[config.mk]
export PLATFORM = sky130hd
export DESIGN_NAME = xfft_seq
export DESIGN_NICKNAME = d
export VERILOG_FILES = /design/src/rtl/xfft_seq.sv
export SDC_FILE = /design/constraint.sdc
export NUM_CORES = 1
export LEC_CHECK = 0
export CAP_MARGIN = 0
export CELL_PAD_IN_SITES_DETAIL_PLACEMENT = 1
export CELL_PAD_IN_SITES_GLOBAL_PLACEMENT = 1
export CORE_MARGIN = 1.5
export CORE_UTILIZATION = 40
export CTS_BUF_LIST = sky130_fd_sc_hd__clkbuf_4 sky130_fd_sc_hd__clkbuf_8 sky130_fd_sc_hd__clkbuf_16
export DETAILED_ROUTE_END_ITERATION = 10
export GPL_ROUTABILITY_DRIVEN = 0
export PLACE_DENSITY_LB_ADDON = 0.1
export SYNTH_ARGS = -nofsm -noshare
export SYNTH_HDL_FRONTEND = slang
export SYNTH_SLANG_ARGS = --single-unit
[constraint.sdc]
create_clock -name SERIAL_CLK -period 7.3 [get_ports SERIAL_CLK]
set_input_delay 1.825 -clock SERIAL_CLK [delete_from_list [all_inputs] [get_ports SERIAL_CLK]]
set_output_delay 1.825 -clock SERIAL_CLK [all_outputs]
set_load 0.005 [all_outputs]
[src/rtl/xfft_seq.sv]
// Run-time sequencer for the AXI-Stream xFFT core: config word, gated input frames, output frame checking.
// Optional watchdog under `XFFT_SEQ_TIMEOUT_EN (adds ERR[3]).
//   state   | meaning
//   IDLE    | waiting for START
//   CFG     | presenting the config word
//   RUN     | gating input frames into the core
//   DRAIN   | input done, waiting for the last output frame
//   FIN     | one-cycle DONE, then back to IDLE
module xfft_seq #(
  parameter int P_NFFT_LOG2 = 10,
  parameter int P_SCALE_W   = 10,
  parameter int P_CFG_W     = 16,
`ifdef XFFT_SEQ_TIMEOUT_EN
  localparam int ERR_W = 4
`else
  localparam int ERR_W = 3
`endif
) (
  input  logic                 SERIAL_CLK,
  input  logic                 SERIAL_RST,
  input  logic                 START,
  input  logic                 ABORT,
  input  logic [15:0]          NUM_FRAMES,
  input  logic                 CFG_FWD_INV,
  input  logic [P_SCALE_W-1:0] CFG_SCALE,
  output logic                 CONFIG_TVALID,
  input  logic                 CONFIG_TREADY,
  output logic [P_CFG_W-1:0]   CONFIG_TDATA,
  input  logic                 M2S_TVALID,
  output logic                 M2S_TREADY,
  output logic                 FFT_DIN_TVALID,
  input  logic                 FFT_DIN_TREADY,
  output logic                 FFT_DIN_TLAST,
  input  logic                 FFT_DOUT_TVALID,
  output logic                 FFT_DOUT_TREADY,
  input  logic                 FFT_DOUT_TLAST,
  output logic                 S2M_TVALID,
  input  logic                 S2M_TREADY,
  output logic                 S2M_TLAST,
  input  logic                 EVENT_TLAST_UNEXPECTED,
  input  logic                 EVENT_TLAST_MISSING,
  output logic                 BUSY,
  output logic                 DONE,
  output logic [ERR_W-1:0]     ERR,
  output logic [15:0]          FRAME_IN_CNT,
  output logic [15:0]          FRAME_OUT_CNT
);

  typedef enum logic [2:0] {S_IDLE, S_CFG, S_RUN, S_DRAIN, S_FIN} state_t;

  localparam logic [P_NFFT_LOG2-1:0] CNT_LAST = '1;

  state_t                 state_q, state_raw, state_d;
  logic [P_NFFT_LOG2-1:0] in_cnt, out_cnt;
  logic [15:0]            frame_in_cnt, frame_out_cnt, num_frames_q;
  logic [15:0]            frame_in_next, frame_out_next;
  logic [P_CFG_W-1:0]     cfg_q, cfg_d;
  logic [ERR_W-1:0]       err_q;
  logic                   in_en, out_en, in_hs, out_hs, in_last, out_last;
  logic                   in_done, out_done, start_ok, abort_any, timeout;

  always_comb begin
    in_en          = (state_q == S_RUN);
    out_en         = (state_q == S_CFG) || (state_q == S_RUN) || (state_q == S_DRAIN);
    in_last        = (in_cnt == CNT_LAST);
    out_last       = (out_cnt == CNT_LAST);
    M2S_TREADY     = in_en & FFT_DIN_TREADY;
    FFT_DIN_TVALID = in_en & M2S_TVALID;
    FFT_DIN_TLAST  = in_en & in_last;
    S2M_TVALID     = out_en & FFT_DOUT_TVALID;
    FFT_DOUT_TREADY = out_en & S2M_TREADY;
    S2M_TLAST      = out_en & out_last;
    in_hs          = in_en & M2S_TVALID & FFT_DIN_TREADY;
    out_hs         = out_en & FFT_DOUT_TVALID & S2M_TREADY;
    frame_in_next  = frame_in_cnt + 16'd1;
    frame_out_next = frame_out_cnt + 16'd1;
    in_done        = in_hs & in_last & (frame_in_next == num_frames_q);
    // The final output handshake itself may complete the run.
    out_done       = (frame_out_cnt == num_frames_q) |
                     (out_hs & out_last & (frame_out_next == num_frames_q));
    abort_any      = ABORT | timeout;
    start_ok       = (state_q == S_IDLE) & START & (NUM_FRAMES != 16'd0) & ~abort_any;
    cfg_d          = '0;
    cfg_d[P_SCALE_W:1] = CFG_SCALE;
    cfg_d[0]       = CFG_FWD_INV;
  end

  always_ff @(posedge SERIAL_CLK or posedge SERIAL_RST) begin
    if (SERIAL_RST) state_q <= S_IDLE;
    else            state_q <= state_d;
  end

  always_comb begin
    state_raw     = state_q;
    CONFIG_TVALID = 1'b0;
    BUSY          = 1'b1;
    DONE          = 1'b0;
    case (state_q)
      S_IDLE: begin
        BUSY = 1'b0;
        if (START && NUM_FRAMES != 16'd0) state_raw = S_CFG;
      end
      S_CFG: begin
        CONFIG_TVALID = 1'b1;
        if (CONFIG_TREADY) state_raw = S_RUN;
      end
      S_RUN:   if (in_done) state_raw = S_DRAIN;
      S_DRAIN: if (out_done) state_raw = S_FIN;
      S_FIN: begin
        DONE      = 1'b1;
        state_raw = S_IDLE;
      end
      default: state_raw = S_IDLE;
    endcase
    state_d = abort_any ? S_IDLE : state_raw;
  end

`ifdef XFFT_SEQ_TIMEOUT_EN
  logic [23:0] wdog_q;
  logic        wdog_clr;

  always_comb begin
    wdog_clr = in_hs | out_hs |
               ((state_raw != state_q) &&
                ((state_raw == S_CFG) || (state_raw == S_RUN) || (state_raw == S_DRAIN)));
    timeout  = out_en & (wdog_q == 24'd0) & ~in_hs & ~out_hs;
  end

  // Down-counter from all-ones: terminal count 0 equals 2**24-1 idle cycles.
  always_ff @(posedge SERIAL_CLK or posedge SERIAL_RST) begin
    if (SERIAL_RST)             wdog_q <= '1;
    else if (!out_en || wdog_clr) wdog_q <= '1;
    else if (wdog_q != 24'd0)   wdog_q <= wdog_q - 24'd1;
  end
`else
  always_comb timeout = 1'b0;
`endif

  always_ff @(posedge SERIAL_CLK or posedge SERIAL_RST) begin
    if (SERIAL_RST) begin
      in_cnt        <= '0;
      out_cnt       <= '0;
      frame_in_cnt  <= '0;
      frame_out_cnt <= '0;
      num_frames_q  <= '0;
      cfg_q         <= '0;
      err_q         <= '0;
    end else begin
      if (in_hs) begin
        in_cnt <= in_cnt + 1'b1;
        if (in_last) frame_in_cnt <= frame_in_next;
      end
      if (out_hs) begin
        out_cnt <= out_cnt + 1'b1;
        if (out_last) frame_out_cnt <= frame_out_next;
        if (FFT_DOUT_TLAST != out_last) err_q[2] <= 1'b1;
      end
      if (state_q != S_IDLE) begin
        if (EVENT_TLAST_UNEXPECTED) err_q[0] <= 1'b1;
        if (EVENT_TLAST_MISSING)    err_q[1] <= 1'b1;
      end
`ifdef XFFT_SEQ_TIMEOUT_EN
      if (timeout) err_q[3] <= 1'b1;
`endif
      if (start_ok) begin
        num_frames_q  <= NUM_FRAMES;
        cfg_q         <= cfg_d;
        in_cnt        <= '0;
        out_cnt       <= '0;
        frame_in_cnt  <= '0;
        frame_out_cnt <= '0;
        err_q         <= '0;
      end
      // Abort clears after any same-cycle handshake update; ERR is kept.
      if (abort_any) begin
        in_cnt        <= '0;
        out_cnt       <= '0;
        frame_in_cnt  <= '0;
        frame_out_cnt <= '0;
      end
    end
  end

  assign CONFIG_TDATA  = cfg_q;
  assign ERR           = err_q;
  assign FRAME_IN_CNT  = frame_in_cnt;
  assign FRAME_OUT_CNT = frame_out_cnt;

endmodule

# [Yosys cells after proc, flatten, opt, wreduce, memory -nomap -nowiden]
# Index checks and enable logic that the tools add are counted.
[op_classes] muxes=29 bitwise=17 eq_ne=14 n_reduce_logical=21 n_addsub=4
[op_table] op="16-bit two-way mux" n=8
[op_table] op="10-bit two-way mux" n=6
[op_table] op="16-bit equality test" n=3
[op_table] op="16-bit by 1-bit adder with 16-bit output (second input constant)" n=2
[op_table] op="10-bit by 1-bit adder with 10-bit output (second input constant)" n=2
[op_table] op="10-bit equality test (second input constant)" n=2
[op_table] op="3-bit two-way mux" n=6
[op_table] op="16-bit nonzero test" n=1
[op_table] op="1-bit AND" n=15
[op_table] op="3-bit nonzero test" n=5
[op_table] op="3-bit one-hot mux with 4 select lines" n=1
[op_table] op="2-bit AND reduction" n=5
[op_table] op="2-bit nonzero test" n=5
[op_table] op="1-bit two-way mux" n=7
[op_table] op="3-bit by 2-bit equality test with 1-bit output (second input constant)" n=2
[op_table] op="3-bit by 2-bit != test with 1-bit output (second input constant)" n=2
[op_table] op="3-bit != test (second input constant)" n=2
[op_table] op="4-bit AND reduction" n=1
[op_table] op="3-bit by 1-bit equality test with 1-bit output (second input constant)" n=1
[op_table] op="3-bit equality test (second input constant)" n=1
[op_table] op="3-bit zero test" n=1
[op_table] op="1-bit logical OR" n=2
[op_table] op="2-bit two-way mux" n=1
[op_table] op="1-bit logical AND" n=1
[op_table] op="3 further kinds" n=3
[totals] out_inout_bits=60 ff_bits=85

# [Logic depth before layout (Yosys ltp)]
[logic_depth] word_depth=11 ltp_mapped=9 depth_no_buf=8

# [Worst setup path after synthesis]
# Ideal clock, no wire load.
[synth_path] kind="input port to output port" startpoint="input port M2S_TVALID" endpoint="output port FFT_DIN_TVALID" cell_stages=1 path_buffers=0 slack_ns=3.525 t_arrival_ns=1.950 path_cell_list="and2_1"
[synth_via] elab_chain_len=1
[synth_rtl] element="start: declaration" line="29" rtl="input logic M2S_TVALID,"
[synth_rtl] element="1-bit AND" line="68" rtl="FFT_DIN_TVALID = in_en & M2S_TVALID;"
[synth_rtl] element="end: declaration" line="31" rtl="output logic FFT_DIN_TVALID,"
# Every way passes these cells.

# [Worst setup path after layout]
[layout_path] startpoint="input port FFT_DOUT_TVALID" endpoint="output port S2M_TVALID"
[layout_via] elab_chain_len=1
[layout_rtl] element="start: declaration" line="34" rtl="input logic FFT_DOUT_TVALID,"
[layout_rtl] element="1-bit AND" line="70" rtl="S2M_TVALID = out_en & FFT_DOUT_TVALID;"
[layout_rtl] element="end: declaration" line="37" rtl="output logic S2M_TVALID,"
# Every way passes these cells.

==> summary.md <==
| Metric | Value |
|---|---|
| Status | complete, no violations |
| CTS tree | done |
| Setup crit start kind | input port |
| Hold_ws | 0.476 ns |
| Placed Instances | 799 |
| Slew HR | 0.269 |
| ANT cells | 0 |
| Post-Syn Area per Cell | 9.08 um2 |
| Grt met2 use | 0.374 |
| DRT iter0 DRCs | 177 |
| Clock period minus worst slack | 4.77 ns |
| Post-Route WL | 14.3 mm |
| Critical path class | input port to output port |
| Power density over cell area | 260 mW/mm2 |
| Max-Cap Viols | 0 |
| Final worst slack | 2.53 ns |
| Port-buffer cells | 93 |
| # resized after CTS | 0 |
| Routing usage on met1 | 0.306 |
| Mapped Area | 0.00513 mm2 |
| Grt met3 use | 0.0296 |
| Clock transition at path regs | 0.06 ns |
| Post-CTS Hold Buffers | 0 |
| H-tree Lvls | 3 |
| ANT nets after route | 0 |
| Fill cells | 1437 |
| P&R area growth vs syn | 24.9% |
| Final setup vio count | 0 |
| Pre-CTS worst setup slack | 2.52 ns |
| Synthesized instance count | 565 |
| Final Non-Filler Cells | 813 |
| Worst slew pin tran | 1.10 ns |
| Die footprint | 0.0135 mm2 |
| Sequential Power Share | 0.412 |
| Fmax | 210 MHz |
| Seq/Total Area, Yosys | 0.415 |
| RSZ-0062 raised after global routing | false |
| Max-slew violations | 0 |
| Sw Ratio | 0.328 |
| P_leak | 0.00252 uW |
| Internal power | 1120 uW |
| Commonest non-fill, non-tap cell in the layout | clkdlybuf4s50_1 |
| Worst skew pair latency | 0.34 ns |
| Max FO, Critical Path | 3 |
| Vias per inst | 5.40 |
| CP Capture Type | output port |
| Global route overflow | 0 |
| GR peak layer | met2 |
| Cts bufs inserted | 9 |
| Max IR drop VDD | 0.000157 V |
| Root buffer cell | clkbuf_16 |
| Die span in x | 116 um |
| CTS max path bufs | 2 |
| Synth Register Bits | 85 |
| Min-Delay Path Class | flip-flop to flip-flop |
| Largest net degree at the start of global routing | 63 |
| Post-synth top flop | dfrtp_1 |
| Setup TNS | 0 ns |
| Net Sw Power | 547 uW |
| HPWL Detailed | 10.4 mm |
| Setup Buffers After CTS | 0 |
| First-pass detailed-route iteration total | 4 |
| Layout cells sized above 1 | 0.0764 |
| Clock power share | 0.275 |
| Nets | 681 |
| Site Rows | 41 |
| PnR Total Power | 1670 uW |
| Comb pwr share | 0.313 |
| Critical Path AT | 2.94 ns |
| Residual DRC count | 0 |
| Chip height | 116 um |
| Most frequent cells in the layout | clkdlybuf4s50_1 (93), dfrtp_1 (85), nand2_1 (71), nor2_1 (70), xor2_1 (45) |
| Yosys warns | 0 |
| CTS sink count | 85 |
| Number of synthesized flops with an enable pin | 0 |
| Fin. Hold Viols | 0 |
| Core area | 0.0126 mm2 |
| DR vias | 4392 |
| Tot GR Track Use | 0.224 |
| IO Pins | 99 |
| Initial antenna violation count | 0 |
| Req. time, crit path | 5.48 ns |
| Footprint of the multi-input gates | 0.00278 mm2 |
| First-pass GRT wire length | 23.4 mm |
| Final Skew | 0.00773 ns |
| Count of unique library cells instantiated by Yosys | 61 |
| Final period util | 0.653 |
| Reg area | 0.00213 mm2 |
| Initial Utilization | 0.408 |
| WL/cell | 17.6 um |
| Vias in the first global route | 4583 |
| Fraction of synthesis flops using an asynchronous set or reset pin | 1.00 |
[critical path, cell delays in order]
cell	delay [ns]
clkdlybuf4s50_1	0.49
and2_1	0.13
clkdlybuf4s50_1	0.50
[power by group through the flow]
stage,Combinational (uW),Sequential (uW),Clock [uW]
after floorplan,359,635,0
after global placement,508,693,0
after detailed placement,521,697,0
after CTS,526,691,468
after global routing,576,703,485
final,522,687,458
[path summary, 6_finish.rpt]
check / end / start / depth (start not counted) / slack, ns
max: S2M_TVALID / FFT_DOUT_TVALID / 3 / 2.53
min: CONFIG_TDATA[6] / CONFIG_TDATA[6] / 2 / 0.48
max reg2reg: state_q[0] / FRAME_OUT_CNT[0] / 8 / 4.24
min reg2reg: CONFIG_TDATA[6] / CONFIG_TDATA[6] / 2 / 0.48
max in group asynchronous: FRAME_OUT_CNT[8] / SERIAL_RST / 3 / 4.37
min in group asynchronous: CONFIG_TDATA[8] / SERIAL_RST / 2 / 1.78
[logic make-up (layout without fill, tap and decap cells)]
logic type               after synthesis  count (layout)  synth area share
AND/OR/NAND/NOR                      265             265             0.259
XOR/XNOR                              85              85             0.148
flip-flops                            85              85             0.415
AO/OA/AOI/OAI                         58              58            0.0783
buffers and inverters                 47             119            0.0459
multiplexers                          20              20            0.0434
adder cells (fa/ha/maj)                4               4           0.00976
other                                  1               5          0.000731
[registers in the layout (all words and copies together), names as in the netlist]
signal and cells:
state_q 3, FRAME_OUT_CNT 16, in_cnt 10, CONFIG_TDATA 11
out_cnt 10, ERR 3, FRAME_IN_CNT 16, num_frames_q 16
[cells in the mapped netlist, types with 2 or more instances]
cell type  number  area (um2)
ha_1            4        50.1
o31a_2          2        20.0
and4_1          3        26.3
nor2_1         70         263
dfrtp_1        85        2130
a21oi_1        16        80.1
buf_4           8        60.1
nand2b_1       12        75.1
xnor2_1        39         342
nand2_1        71         267
nand3_1        19        95.1
mux2_2         17         191
buf_6           3        33.8
nand4_1        26         163
o21ai_0        10        50.1
nor3_1          9        45.0
nor3b_1         5        37.5
or3_1           9        56.3
nor4_2          2        25.0
and2_1          6        37.5
or2_1           2        12.5
o22ai_1         3        18.8
xor2_1         45         394
and3_1          4        25.0
a2111oi_2       2        30.0
mux2i_1         2        20.0
a21boi_0        2        15.0
clkbuf_1       21        78.8
or4b_1          2        20.0
inv_1           8        30.0
a31oi_1         2        12.5
nor4_1         16         100
buf_2           5        25.0
nand4b_1        2        17.5
o21bai_1        3        22.5
o211ai_1        5        37.5
[per-stage QoR]
step	utilization	area (um2)
after floorplan	-	5140
after global placement	0.487	6110
after detailed placement	0.487	6110
after CTS	0.510	6400
after global routing	0.510	6400
final	0.510	6400
[routing by layer]
metal / vias up / routed length [um]
met5: - / 0
met4: 0 / 198
met3: 18 / 401
met2: 77 / 6960
met1: 2212 / 6710
li1: 2085 / -
[layout make-up]
type | count | share of cell area
flip-flops and latches | 85 | 0.332
multi-input cells | 437 | 0.435
inverters | 9 | 0.00547
well taps | 172 | 0.0336
clock buffers | 10 | 0.0373
clock inverters | 4 | 0.00782
repair buffers | 96 | 0.149
Power figures use the tool's default switching activity.
